`config.mk`:
```
export PLATFORM = sky130hd
export DESIGN_NAME = puzzle_regfile
export DESIGN_NICKNAME = d
export VERILOG_FILES = /design/src/rtl/puzzle_regfile.sv
export SDC_FILE = /design/constraint.sdc
export NUM_CORES = 2
export LEC_CHECK = 0
export BUFFER_PORTS_ARGS = -buffer_cell sky130_fd_sc_hd__buf_2
export CAP_MARGIN = 20
export CORE_MARGIN = 2
export CORE_UTILIZATION = 30
export CTS_CLUSTER_DIAMETER = 50
export DETAILED_ROUTE_END_ITERATION = 12
export PLACE_DENSITY = 0.49
export SLEW_MARGIN = 15
export SYNTH_ARGS = -nofsm -noshare
export SYNTH_HDL_FRONTEND = slang
export SYNTH_SLANG_ARGS = --single-unit
```
`constraint.sdc`:
```
create_clock -name clk -period 4.25 [get_ports clk]
set_clock_uncertainty 0.15 [all_clocks]
set_input_delay 0.425 -clock clk [delete_from_list [all_inputs] [get_ports clk]]
set_output_delay 0.425 -clock clk [all_outputs]
set_load 0.1 [all_outputs]
```
`src/rtl/puzzle_regfile.sv`:
```
// Register file of 4-bit tile lanes with per-lane masked writes and a
// three-state tile-swap engine that exchanges two lanes of one register.
module puzzle_regfile #(
  parameter int unsigned        DEPTH = 16,
  parameter int unsigned        TILES = 10,
  parameter logic [4*TILES-1:0] INIT0 = 40'h5123450786,
  parameter logic [4*TILES-1:0] INIT1 = 40'h8123456780
) (
  input  logic               clk,
  input  logic               rst_n,
  input  logic [3:0]         src0,
  input  logic [3:0]         src1,
  output logic [4*TILES-1:0] data0,
  output logic [4*TILES-1:0] data1,
  input  logic [3:0]         dst,
  input  logic               we,
  input  logic [TILES-1:0]   wmask,
  input  logic [4*TILES-1:0] data,
  input  logic               swp_req,
  input  logic [3:0]         swp_reg,
  input  logic [3:0]         swp_a,
  input  logic [3:0]         swp_b,
  output logic               swp_busy,
  output logic               swp_done,
  output logic               swp_err
);

  localparam int unsigned WIDTH = 4 * TILES;

  typedef enum logic [1:0] {IDLE, CHK, SWAP} state_t;

  state_t             state;
  logic [3:0]         sreg;
  logic [3:0]         sa;
  logic [3:0]         sb;
  logic [WIDTH-1:0]   regs [DEPTH];
  logic [WIDTH-1:0]   nxt  [DEPTH];
  logic [WIDTH-1:0]   swap_word;
  logic [3:0]         lane_a;
  logic [3:0]         lane_b;

  // Read ports: out-of-range addresses read as zero.
  always_comb begin
    data0 = '0;
    data1 = '0;
    for (int unsigned r = 0; r < DEPTH; r++) begin
      if (32'(src0) == r) data0 = regs[r];
      if (32'(src1) == r) data1 = regs[r];
    end
  end

  // Pre-edge lane values of the swap target, taken from live contents.
  always_comb begin
    swap_word = '0;
    lane_a    = '0;
    lane_b    = '0;
    for (int unsigned r = 0; r < DEPTH; r++) begin
      if (32'(sreg) == r) swap_word = regs[r];
    end
    for (int unsigned t = 0; t < TILES; t++) begin
      if (32'(sa) == t) lane_a = swap_word[4*t +: 4];
      if (32'(sb) == t) lane_b = swap_word[4*t +: 4];
    end
  end

  // Masked external write first, then the swap overrides its two lanes.
  always_comb begin
    for (int unsigned r = 0; r < DEPTH; r++) begin
      nxt[r] = regs[r];
      if (we && 32'(dst) == r) begin
        for (int unsigned t = 0; t < TILES; t++) begin
          if (wmask[t]) nxt[r][4*t +: 4] = data[4*t +: 4];
        end
      end
      if (state == SWAP && 32'(sreg) == r) begin
        for (int unsigned t = 0; t < TILES; t++) begin
          if (32'(sa) == t) nxt[r][4*t +: 4] = lane_b;
          if (32'(sb) == t) nxt[r][4*t +: 4] = lane_a;
        end
      end
    end
  end

  always_ff @(posedge clk or negedge rst_n) begin
    if (!rst_n) begin
      for (int unsigned r = 0; r < DEPTH; r++) begin
        if (r == 0)      regs[r] <= INIT0;
        else if (r == 1) regs[r] <= INIT1;
        else             regs[r] <= '0;
      end
    end else begin
      for (int unsigned r = 0; r < DEPTH; r++) regs[r] <= nxt[r];
    end
  end

  always_ff @(posedge clk or negedge rst_n) begin
    if (!rst_n) begin
      state    <= IDLE;
      sreg     <= '0;
      sa       <= '0;
      sb       <= '0;
      swp_busy <= 1'b0;
      swp_done <= 1'b0;
      swp_err  <= 1'b0;
    end else begin
      swp_done <= 1'b0;
      swp_err  <= 1'b0;
      case (state)
        IDLE: begin
          if (swp_req) begin
            sreg     <= swp_reg;
            sa       <= swp_a;
            sb       <= swp_b;
            state    <= CHK;
            swp_busy <= 1'b1;
          end
        end
        CHK: begin
          if (32'(sreg) < DEPTH && 32'(sa) < TILES && 32'(sb) < TILES) begin
            state <= SWAP;
          end else begin
            state    <= IDLE;
            swp_busy <= 1'b0;
            swp_err  <= 1'b1;
          end
        end
        SWAP: begin
          state    <= IDLE;
          swp_busy <= 1'b0;
          swp_done <= 1'b1;
        end
        default: begin
          state    <= IDLE;
          swp_busy <= 1'b0;
        end
      endcase
    end
  end

endmodule
```
## Word-level counts from Yosys, hierarchy flattened

Cells that the tools add are included.

| operators by class | value |
|---|---|
| muxes and demuxes | 589 |
| eq/ne operators | 82 |
| order comparisons | 2 |
| reductions and logical operators | 42 |

Operators with widths:

| operator | number |
|---|---|
| two-way mux 40 bit | 80 |
| two-way mux 4 bit | 500 |
| == test 4 bit (second input constant) | 36 |
| == test 4 x 3 -> 1 bit (second input constant) | 24 |
| == test 4 x 2 -> 1 bit (second input constant) | 12 |
| logical AND 1 bit | 33 |
| == test 4 x 1 -> 1 bit (second input constant) | 6 |
| logical NOT 4 bit | 6 |
| less-than comparator 4 bit (second input constant) | 2 |
| two-way mux 1 bit | 5 |
| two-way mux 2 bit | 2 |
| inequality test 2 bit (second input constant) | 2 |
| case mux 2 bit (2 select lines) | 1 |
| AND reduction 2 bit | 2 |
| == test 2 x 1 -> 1 bit (second input constant) | 1 |
| == test 2 bit (second input constant) | 1 |
| logical NOT 2 bit | 1 |
| case mux 1 bit (2 select lines) | 1 |

| storage, ports and cells | value |
|---|---|
| input bits | 78 |
| register bits after elaboration | 657 |
| word-level logic and storage cells | 738 |
| output and inout port bits | 83 |

## Depth between registers and ports, before layout

| logic depth | value |
|---|---|
| word-level depth | 30 |
| depth in mapped cells | 16 |
| depth with buffers taken out | 9 |

## Worst setup path before layout

OpenSTA, ideal clock, no wires.

| timing path | value |
|---|---|
| path kind | input to output |
| from | in src1[1] |
| to | out data1[37] |
| stages | 10 |
| path slack | -682 ps |
| data arrival time | 4357 ps |
| path buffers | 4 |
| data required time | 3675 ps |
| cells stage by stage | clkbuf_1 or2_2 clkbuf_1 nor3b_1 clkbuf_1 clkbuf_1 a221oi_1 nand3_1 nor2_1 o21ai_0 |

| on the way | value |
|---|---|
| cells in the longest elaborated chain, start to end | 17 |
| elaborated cells between the ends (all ways) | 32 |
| classes of those cells | 15 x eq/ne; 16 x mux; 1 x reduce/logical |

RTL lines:

| item | line | text |
|---|---|---|
| start: declaration | 12 | `input logic [3:0] src1,` |
| logical NOT 4 bit | 48 | `if (32'(src1) == r) data1 = regs[r];` |
| two-way mux 40 bit (15 in a row) | 48 |  |
| two-way mux 40 bit * | 48 |  |
| end: declaration | 14 | `output logic [4*TILES-1:0] data1,` |

Every way passes the cells marked *; elsewhere a longest branch is shown, timed or not.

==> results.sh <==
export IMPL_grt_max_degree=85
export IMPL_timing_hold_violations_final=0
export IMPL_die_area_um2=183000
export IMPL_cts_buffers_inserted=119
export IMPL_gr_usage_all_layers_pct=46.7
export IMPL_synth_distinct_cells=110
export IMPL_synthesis_area_um2=53800
export IMPL_critPathLaunch="sreg[1]"
export IMPL_numPortBuffers=160
export IMPL_finalCriticalPeriod_ns=4.33
export IMPL_dr_pass1_iters=7
export IMPL_syn_nets=6087
export IMPL_slew_headroom_pct=20.4
export IMPL_tightestPinTransition_ns=1.19
export IMPL_yosysMostFrequentCell="dfrtp_1"
export IMPL_grt_pass1_vias=61100
export IMPL_slew_violations=0
export IMPL_path_max_fanout=20
export IMPL_cp_arrival_ns=4.84
export IMPL_synthFlopType="dfrtp_1"
export IMPL_drcViolationCount=0
export IMPL_synth_edf_count=0
export IMPL_drv_cap=0
export IMPL_antenna_left=0
export IMPL_placed_area_um2=65600
export IMPL_die_h_um=428
export IMPL_drive_above_1_share_pct=31.3
export IMPL_synth_area_leaders="dfrtp_1 29%, a221oi_1 9.1%, a221oi_2 4.9%, and3_1 4.9%, a22oi_1 3.9%"
export IMPL_synth_seq_area_share_pct=30.6
export IMPL_required_ns=4.76
export IMPL_setup_violations_final=65
export IMPL_ir_worst_vdd_mv=0.557
export IMPL_path_class="flop to flop"
export IMPL_start_util_pct=30.2
export IMPL_critPathLaunchType="flop"
export IMPL_synth_common_cells="628 x dfrtp_1, 560 x a221oi_1, 535 x clkbuf_1, 424 x and3_1, 414 x nand2_1"
export IMPL_cts_sinks=657
export IMPL_insertion_delay_ns=0.85
export IMPL_vias_per_cell=7.39
export IMPL_htree_levels=3
export IMPL_via_count=66700
export IMPL_total_power_mw=56.0
export IMPL_critPathMaxStageDelay_ns=0.53
export IMPL_r2r_start="sreg[1]"
export IMPL_clk_pin_slew_ns=0.06
export IMPL_fin_crit_sh_pct=102
export IMPL_fillCellCount=17900
export IMPL_core_area_um2=178000
export IMPL_violations="setup timing"
export IMPL_cts_tree="done"
export IMPL_rsz0062_at_grt="yes"
export IMPL_syn_avg_cell_area_um2=8.95
export IMPL_path_cells="buf_12 > buf_4 > nor3b_1 > buf_4 > a21oi_1 > o311ai_1 > buf_4 > a22o_1 > a22oi_1 > o21a_1 > a31oi_4 > buf_4 > a21oi_2 > buf_12 > a221oi_1"
export IMPL_ys_seq_elements=657
export IMPL_drt_iter0_drc=12600
export IMPL_synthCells=6009
export IMPL_synth_top_cell_by_area="dfrtp_1"
export IMPL_clock_path_buffers=3
export IMPL_crit_top_cell="buf_4"
export IMPL_slowest_stage="dfrtp_4"
export IMPL_areaGrowthSynthToFinish_pct=30.7
export IMPL_wire_per_inst_um=49.0
export IMPL_setup_slack_ns=-0.0771
export IMPL_place_congestion=1.08
export IMPL_leakage_nw=29.5
export IMPL_hold_class="primary input to asynchronous set/reset pin"
export IMPL_ios=161
export IMPL_fin_util_pct=39.4
export IMPL_ys_warn_count=0
export IMPL_end_kind="flop"
export IMPL_fmax_mhz=231
export IMPL_dpl_hpwl_um=341000
export IMPL_finalInstanceArea_um2=70300
export IMPL_grt_first_pass_wirelength_um=581000
export IMPL_antenna_found_initial=26
export IMPL_grt_ovfl_total=0
export IMPL_p_per_area_nw_per_um2=797
export IMPL_clockRootBuffer="clkbuf_16"
export IMPL_synth_top_area_share_pct=29.2
export IMPL_fp_row_count=155
export IMPL_nNetsFinal=6629
export IMPL_die_w_um=428
export IMPL_wl_um=442000
export IMPL_status="finished, violations left"
export IMPL_postSynth_asyncResetShare_pct=100
[cell families (layout without fill, tap and decap cells)]
kind of cell	Yosys count	in the layout	synth area share [%]
AND/OR/NAND/NOR	1780	1780	17.4
flip-flops	657	657	30.6
AO/OA/AOI/OAI	2413	2413	36.7
multiplexers	415	415	8.99
other	0	19	0
buffers and inverters	744	1386	6.33
[metal layers]
metal  track usage, %  routed length (µm)  vias to the layer above
met1             64.2              181000                    34200
met3             16.0               59500                     1071
li1                 -                   -                    25400
met4             22.3               25800                        8
met5                0                  63                        -
met2             64.6              176000                     5965
[worst max-delay path: cells and delay by family (launching register included)]
kind | cells | cell delay (ns)
compound gates | 8 | 2.06
simple gates | 1 | 0.20
buf+inv | 6 | 1.21
flops | 1 | 0.53
[registers in the layout, indices dropped and copies added (netlist names)]
name / cells
regs: 640
state: 2
swp_err: 1
sreg: 4
sb: 4
sa: 4
swp_busy: 1
swp_done: 1
[where the power goes]
part / total (mW) / internal, mW / leakage (nW) / switching, mW
Combinational: 32.0 / 11.2 / 19.4 / 20.8
Sequential: 13.8 / 8.50 / 8.12 / 5.26
Clock: 10.3 / 6.20 / 1.99 / 4.08
Total: 56.0 / 25.9 / 29.5 / 30.1
[area by class of cell]
class / instances / area (µm²) / share of cell area, %
clock inverters: 76 / 980 / 1.39
multi-input cells: 4608 / 34700 / 49.3
repair buffers: 1145 / 11900 / 16.9
diodes: 19 / 47.5 / 0.0676
inverters: 20 / 76.3 / 0.109
flip-flops and latches: 657 / 16500 / 23.4
clock buffers: 145 / 3220 / 4.57
well taps: 2355 / 2950 / 4.19
[worst paths after layout]
kind	depth (start not counted)	slack (ns)	to
min	2	0.06	regs[44]
min in group clk	5	0.07	regs[501]
max	15	-0.08	regs[211]
min reg2reg	1	0.39	swp_busy
max in group asynchronous	4	2.68	regs[625]
max reg2reg	15	-0.08	regs[211]
[stage by stage]
stage                     std cells  setup WS (ns)  setup TNS, ns  hold slack, ns
final                          9025        -0.0771          -2.60          0.0584
after detailed placement       8757         -0.295         -46.18           0.311
after floorplan                6009         0.0746              0         -0.0206
after global placement         8757         -0.360         -49.51           0.307
after CTS                      8997        0.00129              0         0.00174
after global routing           9008       -0.00227       -0.00227          0.0606
[placed cells by master (no fill, tap or decap), drive strengths merged, types with 19 or more instances in the layout]
master  synthesis  routed
a22o           53      53
diode           0      19
buf           187    1128
o21ai         202     202
and3          424     424
a211oi        271     271
o221ai         20      20
nor3          147     147
a22oi         285     285
mux2          175     175
a21oi         331     331
nand2         414     414
inv            20      42
clkinv          0      24
nand3b         23      23
dfstp          29      29
nand4          35      35
nor2          422     422
mux2i         203     203
clkbuf        537     145
o211ai         23      23
o22ai         150     150
a221o          50      50
a41oi          43      43
o32ai          21      21
nor2b          30      30
dfrtp         628     628
and2           45      45
mux4           37      37
a222oi         43      43
a31oi          23      23
nand3         117     117
nand2b         43      43
a221oi        737     737
[timing repair]
item	4_1_cts	5_1_grt
cloned	0	0
pin swaps	1	6
buffers inserted	2	9
endpoints found under the hold margin	193	0
gates resized for setup	14	33
hold buffers	17	0
setup endpoints to repair	319	253
No activity file was read; power rests on OpenSTA's default activity.
